## config.mk

```make
export PLATFORM = sky130hd
export DESIGN_NAME = param_modn_counter
export DESIGN_NICKNAME = d
export VERILOG_FILES = /design/src/rtl/param_modn_counter.sv
export SDC_FILE = /design/constraint.sdc
export NUM_CORES = 1
export LEC_CHECK = 0
export CORE_AREA = 5 5 42 44
export CTS_CLUSTER_SIZE = 16
export DETAILED_ROUTE_END_ITERATION = 10
export DIE_AREA = 0 0 47 49
export GPL_TIMING_DRIVEN = 0
export MAX_ROUTING_LAYER = met4
export PLACE_DENSITY = 0.8
export SYNTH_ARGS = -nofsm -noshare
export SYNTH_HDL_FRONTEND = slang
export SYNTH_SLANG_ARGS = --single-unit
```

## constraint.sdc

```tcl
create_clock -name clk -period 2.9 [get_ports clk]
set_input_delay 0.58 -clock clk [delete_from_list [all_inputs] [get_ports clk]]
set_output_delay 0.58 -clock clk [all_outputs]
set_load 0.005 [all_outputs]
```

## src/rtl/param_modn_counter.sv

```systemverilog
// Modulo-MODULUS up/down counter with enable, clear, range-checked load, tc cascade and one-shot stop.
// Define MODN_WRAP_COUNT_EN to add the saturating wrap_cnt statistic output.
module param_modn_counter #(
    parameter int WIDTH      = 4,
    parameter int MODULUS    = 10,
    parameter int RESET_VAL  = 0,
    parameter int WCNT_WIDTH = 8
) (
    input  logic             clk,
    input  logic             rst,
    input  logic             en,
    input  logic             up,
    input  logic             clr,
    input  logic             load,
    input  logic [WIDTH-1:0] load_val,
    input  logic             oneshot,
    output logic [WIDTH-1:0] out,
    output logic             tc,
    output logic             wrap,
    output logic             done,
    output logic             load_err,
    output logic             state_dbg
`ifdef MODN_WRAP_COUNT_EN
    ,
    output logic [WCNT_WIDTH-1:0] wrap_cnt
`endif
);

    typedef enum logic [0:0] {
        COUNT = 1'b0,
        DONE  = 1'b1
    } state_e;

    localparam logic [WIDTH-1:0] MAX_VAL = WIDTH'(MODULUS - 1);
    localparam logic [WIDTH-1:0] RST_V   = WIDTH'(RESET_VAL);
    // One extra bit so MODULUS == 2**WIDTH is representable for the range check.
    localparam logic [WIDTH:0]   LIMIT   = (WIDTH + 1)'(MODULUS);

    if (MODULUS < 2 || MODULUS > (1 << WIDTH)) begin : g_bad_modulus
        $error("param_modn_counter: MODULUS out of range for WIDTH");
    end
    if (RESET_VAL < 0 || RESET_VAL >= MODULUS) begin : g_bad_reset_val
        $error("param_modn_counter: RESET_VAL must be below MODULUS");
    end
    if (WCNT_WIDTH < 1) begin : g_bad_wcnt_width
        $error("param_modn_counter: WCNT_WIDTH must be at least 1");
    end

    state_e           state;
    state_e           state_nxt;
    logic [WIDTH-1:0] out_nxt;
    logic             wrap_nxt;
    logic             done_nxt;
    logic             load_err_nxt;
    logic [WIDTH-1:0] terminal;
    logic             at_term;
    logic             load_ok;

    assign terminal  = up ? MAX_VAL : '0;
    assign at_term   = (out == terminal);
    assign load_ok   = ({1'b0, load_val} < LIMIT);
    assign tc        = en & (state == COUNT) & at_term;
    assign state_dbg = state;

    // Priority: clr > load > count > hold. Pulses default low so they last one cycle.
    always_comb begin
        out_nxt      = out;
        state_nxt    = state;
        wrap_nxt     = 1'b0;
        load_err_nxt = 1'b0;
        if (clr) begin
            out_nxt   = RST_V;
            state_nxt = COUNT;
        end else if (load) begin
            out_nxt      = load_ok ? load_val : MAX_VAL;
            load_err_nxt = ~load_ok;
            state_nxt    = COUNT;
        end else if (en && state == COUNT) begin
            if (!at_term) begin
                out_nxt = up ? out + 1'b1 : out - 1'b1;
            end else if (!oneshot) begin
                out_nxt  = up ? '0 : MAX_VAL;
                wrap_nxt = 1'b1;
            end else begin
                state_nxt = DONE;
            end
        end
        done_nxt = (state_nxt == DONE);
    end

    always_ff @(posedge clk or posedge rst) begin
        if (rst) begin
            out      <= RST_V;
            state    <= COUNT;
            wrap     <= 1'b0;
            done     <= 1'b0;
            load_err <= 1'b0;
        end else begin
            out      <= out_nxt;
            state    <= state_nxt;
            wrap     <= wrap_nxt;
            done     <= done_nxt;
            load_err <= load_err_nxt;
        end
    end

`ifdef MODN_WRAP_COUNT_EN
    localparam logic [WCNT_WIDTH-1:0] WCNT_MAX = '1;

    // Counts the same event that raises wrap, so it tracks the pulse exactly; load leaves it alone.
    always_ff @(posedge clk or posedge rst) begin
        if (rst) begin
            wrap_cnt <= '0;
        end else if (clr) begin
            wrap_cnt <= '0;
        end else if (wrap_nxt && wrap_cnt != WCNT_MAX) begin
            wrap_cnt <= wrap_cnt + 1'b1;
        end
    end
`endif

endmodule
```

; Word level (Yosys, flattened, before mapping)
; Index checks and enable logic that the tools add are counted.
[classes]
muxes = 21
reduce_logical = 6
n_eq_ne = 2
order_cmp = 1
n_addsub = 2
n_bitwise = 4
[op_table]
columns = op, count
row1 = $mux 4, 9
row2 = $mux 1, 12
row3 = $reduce_bool 3->1, 3
row4 = $add 4x1->4 const B, 1
row5 = $eq 4x4->1, 1
row6 = $lt 4x4->1 const B, 1
row7 = $ne 4x4->1 const B, 1
row8 = $sub 4x1->4 const B, 1
row9 = $reduce_and 3->1, 1
row10 = $and 1x1->1, 2
row11 = $not 1->1, 2
row12 = $reduce_and 2->1, 1
row13 = $logic_and 1x1->1, 1
[totals]
regBits = 7
wordCells = 40
output_inout_bits = 9
in_bits = 11

; Depth between registers and ports, before layout
; Gate-level depths: netlist of the first run.
[depth]
depth_word = 6
ltp_mapped = 6
depth_no_buf = 6

; Worst setup path before layout of the first run
; Ideal clock, no wire load.
[synth_path]
path_kind = input port to flip-flop
startpoint = input up
endpoint = register out[3]
t_arrival_ps = 1983
setup_ps = 80
stages = 6
required_time_ps = 2820
path_slack_ps = 837
n_path_buf = 0
cell_sequence = inv_1 > ha_1 > a21o_1 > a2111o_1 > a311o_1 > o211ai_2
[synth_via]
elab_chain_len = 6
word_cells_on_any_way = 11
classes_between = eq/ne: 2 / mux: 8 / reduce/logical: 1
[synth_lines]
columns = element, line
row1 = start: declaration, 12  ; input logic up,
row2 = "$mux 4, on equally long branches", "59, 82"
row3 = $eq 4x4->1 / $mux 4 (equally long branches), "60, 81"
row4 = $mux 4, 79  ; if (!at_term) begin
row5 = $mux 4, 78  ; end else if (en && state == COUNT) begin
row6 = $mux 4, 74  ; end else if (load) begin
row7 = $mux 4, 71  ; if (clr) begin
row8 = end signal: assignment, 99  ; out <= out_nxt;
row9 = end: declaration, 17  ; output logic [WIDTH-1:0] out,
; Several ways; a longest one is shown, not always the timed one. The select of a mux whose other input is x is not followed.
; A chain may end at the register's enable or synchronous reset.

; Worst setup path after layout of the first run
[layout_path]
startpoint = input up
endpoint = output tc
[layout_via]
elab_chain_len = 3
[layout_lines]
columns = element, line
row1 = $mux 4, 59  ; assign terminal = up ? MAX_VAL : '0;
row2 = $eq 4x4->1, 60  ; assign at_term = (out == terminal);
row3 = $and 1x1->1, 62  ; assign tc = en & (state == COUNT) & at_term;
row4 = end: declaration, 18  ; output logic tc,
; No other way between the ends.

==> metrics.cfg, run 1 <==
[status]
status = finished, final reports clean

[global_route]
grt_max_degree = 11
grt_usage = 0.141
antenna_found_initial = 0
grt_remaining_overflow = 0
grt_pass1_vias = 564
grt_pass1_wl_um = 2400

[worst_setup_path]
r2r_cells = 5
critPathMaxFanout = 5
critPathRequiredTime_ns = 2.32
crit_type = in2out
worstSetupEndpointType = output pin
crit_path_start_kind = input port
critPathArrivalTime_ns = 2.15

[power_and_ir_drop]
p_sw_uw = 95.7
intPower_uw = 212
p_per_area_nw_per_um2 = 388
combPwrFrac = 0.335
switching_share = 0.311
max-vdd-ir-drop_uv = 181
pwr-share-seq = 0.388
p_clk_frac = 0.277
leakagePower_uw = 0.000325

[timing]
clock_skew_ns = 0.00269
hold_slack_ns = 0.556
rsz0062_at_grt = false
maxSlewViolCount = 0
timing.final.ws_setup_ns = 0.166
hold_viol_final = 0
worst_slew_margin_rel = 0.731
setup_viol = 0
period_share = 0.943
min_period_ns = 2.73
max_freq_mhz = 366
finalSetupTns_ns = 0
worst_pin_slew_ns = 0.393

[flow_run]
maxCapViolCount = 0

[logic_synthesis]
synthMuxAreaShare = 0
yosys_warnings = 0
ys_ff_latch = 7
synth_area_per_cell_um2 = 9.49
synth_top_area_cell = dfrtp_1
syn_nets = 72
syn-cell-area_um2 = 551
synth_area_leaders = dfrtp_1 (32%), nor3b_1 (5.5%), ha_1 (4.5%)
yosysTopAreaCellShare = 0.318
synth_fa_ha_area_frac = 0.0818
synth_cell_types = 29
synth_top_family_by_area = compound AO/OA/AOI/OAI gates
synth-compound-area-share = 0.325
synthSimpleGateAreaFrac = 0.218
synth_cells = 58
seq_area_frac_synth = 0.318
synth_xor_area_frac = 0.0159

[cells_and_area]
drive_gt1_frac = 0.111
num_antenna_cells = 0
layoutNonFillerInstCount = 97
regArea_um2 = 175
multi_input_area_um2 = 358
final_common_cell = clkdlybuf4s50_1
layout_common_cells = clkdlybuf4s50_1 (19), dfrtp_1 (7)
syn2layout_area_growth_pct = 43.9
fin_nets = 96
final_cell_area_um2 = 792
n_fill_cell = 130

[clock_network]
cts_tree = built
insertion_delay_ns = 0.24
cts_setup_buffers = 0
cts_sinks = 7
numCtsBuffers = 3
clk_pin_slew_ns = 0.05
cts_htree_levels = 1
cts_root_buffer = clkbuf_4
clock_path_buffers = 2

[place]
placed_area_um2 = 761
gp_congestion = 0.832
dp_hpwl_um = 1160
dpl_worst_slack_ns = 0.0746
numPortBuffers = 19
dpl.cell_count = 93

[routing]
drc = 0
first_pass_iters = 4
wl_per_cell_um = 15.4
ant_nets = 0
drt-total-wl_um = 1500
drtIter0Drc = 19
via_count = 589
vias_per_cell = 6.07

[floorplan]
rows = 14
io_pins = 20
dieArea_um2 = 2300
core_area_um2 = 1400
initial_core_util = 0.393
fp.dieH_um = 49
die_x_um = 47

[min_path]
hold_path_class = in2async

-- final timing paths --
check | from | slack [ns] | endpoint
worst max register to register | out[1] | 0.92 | out[3]
min in group clk | state_dbg | 0.61 | state_dbg
max in group asynchronous | rst | 2.14 | out[2]
worst min-delay path | rst | 0.56 | out[3]
worst max-delay path | up | 0.17 | tc
worst min register to register | state_dbg | 0.61 | state_dbg
-- flip-flops by register name, summed over array words and instances, names as in the netlist --
name       flops
load_err       1
out            4
state_dbg      1
wrap           1
-- per-stage QoR --
step / util / power [uW]
after floorplan: - / 173
after global placement: 0.543 / 219
after detailed placement: 0.543 / 223
after CTS: 0.562 / 307
after global routing: 0.565 / 323
final: 0.565 / 308
-- metal layers --
metal	part of all wire	global-route usage
met1	0.41	0.189
met2	0.52	0.217
met3	0.049	0.00738
met4	0.027	0.0553
met5	0	-
-- power groups by stage --
stage / logic (uW) / registers [uW] / clock network, uW
after floorplan: 56.2 / 117 / 0
after global placement: 98.7 / 120 / 0
after detailed placement: 102 / 121 / 0
after CTS: 103 / 119 / 85.6
after global routing: 113 / 122 / 88.7
final: 103 / 119 / 85.3
-- what timing repair did --
action / 4_1_cts / 5_1_grt
hold endpoints to repair: 0 / 0
resized for setup: 0 / 1
endpoints found under the setup margin: 0 / 1
hold buffers: 0 / 0
-- cell usage after synthesis, drive strengths merged --
master / n
dfrtp: 7
nor3: 5
o21ai: 5
inv: 4
nor3b: 4
o211ai: 4
nor2: 3
a21o: 2
a21oi: 2
a31oi: 2
ha: 2
nand2b: 2
nand3b: 2
a2111o: 1
a2111oi: 1
a311o: 1
a311oi: 1
a41o: 1
and3: 1
buf: 1
fa: 1
nand2: 1
nand3: 1
o2111ai: 1
o211a: 1
or3: 1
xor2: 1
-- logic make-up (layout without fill, tap and decap cells) --
group	count (synthesis)	after routing
AO/OA/AOI/OAI	22	22
adder cells (fa/ha/maj)	3	3
buffers and inverters	5	28
AND/OR/NAND/NOR	20	20
flip-flops	7	7
XOR/XNOR	1	1
-- worst max-delay path, cell delays in order --
cell and delay (ns):
clkdlybuf4s50_1 0.50, nor3_2 0.28, o21ai_1 0.16, nor2_1 0.13, clkdlybuf4s50_1 0.51
-- cell type report --
| class | count | area share |
|---|---|---|
| multi-input cells | 46 | 0.452 |
| repair buffers | 19 | 0.240 |
| flip-flops and latches | 7 | 0.221 |
| clock buffers | 4 | 0.0332 |
| well taps | 16 | 0.0253 |
| inverters | 4 | 0.0190 |
| plain buffers | 1 | 0.00948 |
(Power assumes the default switching activity.)
==> inputs of run 2 (changes only) <==
CTS_CLUSTER_SIZE = 10   (was 16)
==> results of run 2 <==
Same layout as run 1: the final DEF is identical, and so are final timing and power.
==> inputs of run 3 (changes only) <==
ABC_AREA = 1   (was not set)
CORE_AREA = not set   (was 5 5 42 44)
CORE_MARGIN = 5   (was not set)
CORE_UTILIZATION = 35   (was not set)
DIE_AREA = not set   (was 0 0 47 49)
PLACE_DENSITY = 0.7   (was 0.8)
==> run 3 against run 2 <==
Net effect: highest routed layer is now met3; sequential power about the same; clock skew barely moved; sequential share of layout area down 0.070 points; fmax increased by 2.4%; power grew 4.7%; via count decreased by 4.6%; design area up 0.32%; global-route usage shrank 2.8 points; non-clock buffer count unchanged; utilization decreased by 3.8 points; critical path type unchanged.
==> metrics.cfg, run 3 <==
[status]
status = finished, final reports clean

[worst_setup_path]
crit_path_start_kind = input port
worstSetupEndpointType = output pin
critPathMaxFanout = 5  ; unchanged
critPathRequiredTime_ns = 2.32  ; about the same
crit_type = in2out
critPathArrivalTime_ns = 2.09  ; -0.06 ns

[min_path]
hold_path_class = reg2reg

[cells_and_area]
layout_common_cells = nand2_1 (26), clkdlybuf4s50_1 (19), inv_1 (8)
syn2layout_area_growth_pct = 42.4
num_antenna_cells = 0  ; unchanged
layoutNonFillerInstCount = 117  ; +21%
top_register = out
drive_gt1_frac = 0.139  ; +0.0275
final_cell_area_um2 = 795  ; +0.32%
largest_reg_flops = 4  ; unchanged
fin_nets = 116  ; +21%
final_common_cell = nand2_1
fin_util = 0.527  ; -0.0378

[logic_synthesis]
synth_xor_area_frac = 0  ; -0.0159
yosys_most_used_dff = dfrtp_1
async_reset_ff_frac = 1.00  ; unchanged
synthSimpleGateAreaFrac = 0.469  ; +0.250
synth_top_area_cell = dfrtp_1
yosysTopAreaCellShare = 0.314  ; -0.00428
synth_area_per_cell_um2 = 7.15  ; -25%
synthMuxAreaShare = 0  ; unchanged
synthTopCellsByCount = nand2_1 (26), inv_1 (8), dfrtp_1 (7)
synth_edf_count = 0  ; unchanged
synth_fa_ha_area_frac = 0.0807  ; -0.00110
yosys_warnings = 0  ; unchanged
synth_area_leaders = dfrtp_1 (31%), nand2_1 (17%), nand3_1 (5.4%)
syn_nets = 92  ; +28%
synth_top_family_by_area = simple AND/OR/NAND/NOR gates
synth_cell_types = 24  ; -17%
synth-compound-area-share = 0.0493  ; -0.276
seq_area_frac_synth = 0.314  ; -0.00428
syn-cell-area_um2 = 558  ; +1.4%
yosysMostFrequentCell = nand2_1
ys_ff_latch = 7  ; unchanged
synth_cells = 78  ; +34%

[timing]
rsz0062_at_grt = false
period_share = 0.921  ; -0.0220
max_freq_mhz = 374  ; +2.4%
hold_slack_ns = 0.554  ; -0.00209 ns
hold_viol_final = 0  ; unchanged
clock_skew_ns = 0.00252  ; -0.000174 ns
finalSetupTns_ns = 0  ; unchanged
worst_slew_margin_rel = 0.832  ; +0.101
maxSlewViolCount = 0  ; unchanged
worst_pin_slew_ns = 0.251  ; -0.142 ns
setup_viol = 0  ; unchanged
min_period_ns = 2.67  ; -0.0639 ns

[clock_network]
ctsResizeCount = 0  ; unchanged
cts_setup_buffers = 0  ; unchanged
cts_htree_levels = 1  ; unchanged
cts_tree = built
cts_root_buffer = clkbuf_4
postCtsHoldBufs = 0  ; unchanged
insertion_delay_ns = 0.24  ; about the same
cts_sinks = 7  ; unchanged
clk_pin_slew_ns = 0.05  ; about the same
clock_path_buffers = 2  ; unchanged
numCtsBuffers = 3  ; unchanged

[flow_run]
maxCapViolCount = 0  ; unchanged

[global_route]
grt_remaining_overflow = 0  ; unchanged
grt_usage = 0.113  ; -0.0285
grt_pass1_vias = 483  ; -14%
antenna_found_initial = 0  ; unchanged
grt_use_met3 = 0.0512  ; +0.0438
gr-max-usage-layer = met2
grt_max_degree = 8  ; -3
gr-usage-met1 = 0.146  ; -0.0435
grt_pass1_wl_um = 2160  ; -10%
use_met2 = 0.165  ; -0.0519

[routing]
vias_per_cell = 4.80  ; -21%
wl_per_cell_um = 11.0  ; -29%
ant_nets = 0  ; unchanged
drtIter0Drc = 5  ; -14
first_pass_iters = 4  ; unchanged
via_count = 562  ; -4.6%
drc = 0  ; unchanged
drt-total-wl_um = 1290  ; -14%

[place]
dpl.cell_count = 113  ; +22%
numPortBuffers = 19  ; unchanged
dp_hpwl_um = 1110  ; -4.4%
placed_area_um2 = 768  ; +0.99%
gp_congestion = 0.852  ; +2.3%

[power_and_ir_drop]
max-vdd-ir-drop_uv = 291  ; +61%
p_per_area_nw_per_um2 = 405  ; +4.3%
leakagePower_uw = 0.000384  ; +18%

[floorplan]
die_x_um = 49.9  ; +6.2%
initial_core_util = 0.370  ; -0.0224
rows = 14  ; unchanged
fp.dieH_um = 49.9  ; +1.9%
core_area_um2 = 1510  ; +7.5%
io_pins = 20  ; unchanged
dieArea_um2 = 2490  ; +8.3%

==> run 3: changes by cell type in the layout (fill, tap and decap cells not counted), sizes merged, moves of 3 or more <==
cell	previous run	this run
nand2	1	29
o211ai	4	1
nor3b	4	0
nor2	3	8
nand4	0	3
nor3	5	1
inv	4	10
nand3	1	7
==> run 3: cells by family (layout without fill, tap and decap cells) <==
| logic type | after synthesis | count (layout) |
|---|---|---|
| AND/OR/NAND/NOR | 51 | 51 |
| buffers and inverters | 12 | 35 |
| AO/OA/AOI/OAI | 5 | 5 |
| flip-flops | 7 | 7 |
| adder cells (fa/ha/maj) | 3 | 3 |
==> run 3: per-stage QoR <==
step / setup slack, ns / total power, uW
after floorplan: 1.28 / 187
after global placement: 0.240 / 238
after detailed placement: 0.219 / 241
after CTS: 0.218 / 329
after global routing: 0.105 / 349
final: 0.230 / 322
==> run 3: power breakdown <==
| group | internal, uW | switching (uW) |
|---|---|---|
| combinational | 57.4 | 60.7 |
| clock | 52.2 | 31.8 |
| sequential | 106 | 13.7 |
==> run 3: path summary, 6_finish.rpt <==
| check | start | end | slack [ns] | cells past startpoint |
|---|---|---|---|---|
| min in group asynchronous | rst | wrap | 0.56 | 2 |
| worst max-delay path | up | tc | 0.23 | 6 |
| worst min register to register | state_dbg | state_dbg | 0.55 | 2 |
| max in group asynchronous | rst | out[1] | 2.13 | 2 |
| worst min-delay path | state_dbg | state_dbg | 0.55 | 2 |
| worst max register to register | out[2] | out[3] | 1.43 | 8 |
==> run 3: area by class of cell <==
| cell class | instances | area [um2] |
|---|---|---|
| Fill cell | 150 | 712 |
| Tap cell | 16 | 20.0 |
| Inverter | 11 | 41.3 |
| Sequential cell | 7 | 175 |
| Buffer | 1 | 7.51 |
| Timing Repair Buffer | 19 | 190 |
| Clock buffer | 4 | 26.3 |
| Multi-Input combinational cell | 59 | 334 |
==> run 3: worst max-delay path: stages <==
cell             delay (ns)
clkdlybuf4s50_1        0.55
nand3_1                0.11
nand2_2                0.14
nand2_2                0.11
nor2_1                 0.10
clkdlybuf4s50_1        0.50
==> run 3: routing by layer <==
metal  routed length (um)  part of all wire
met5                    0                 0
met4                    0                 0
met1                  611              0.47
met2                  610              0.47
met3                   65             0.051
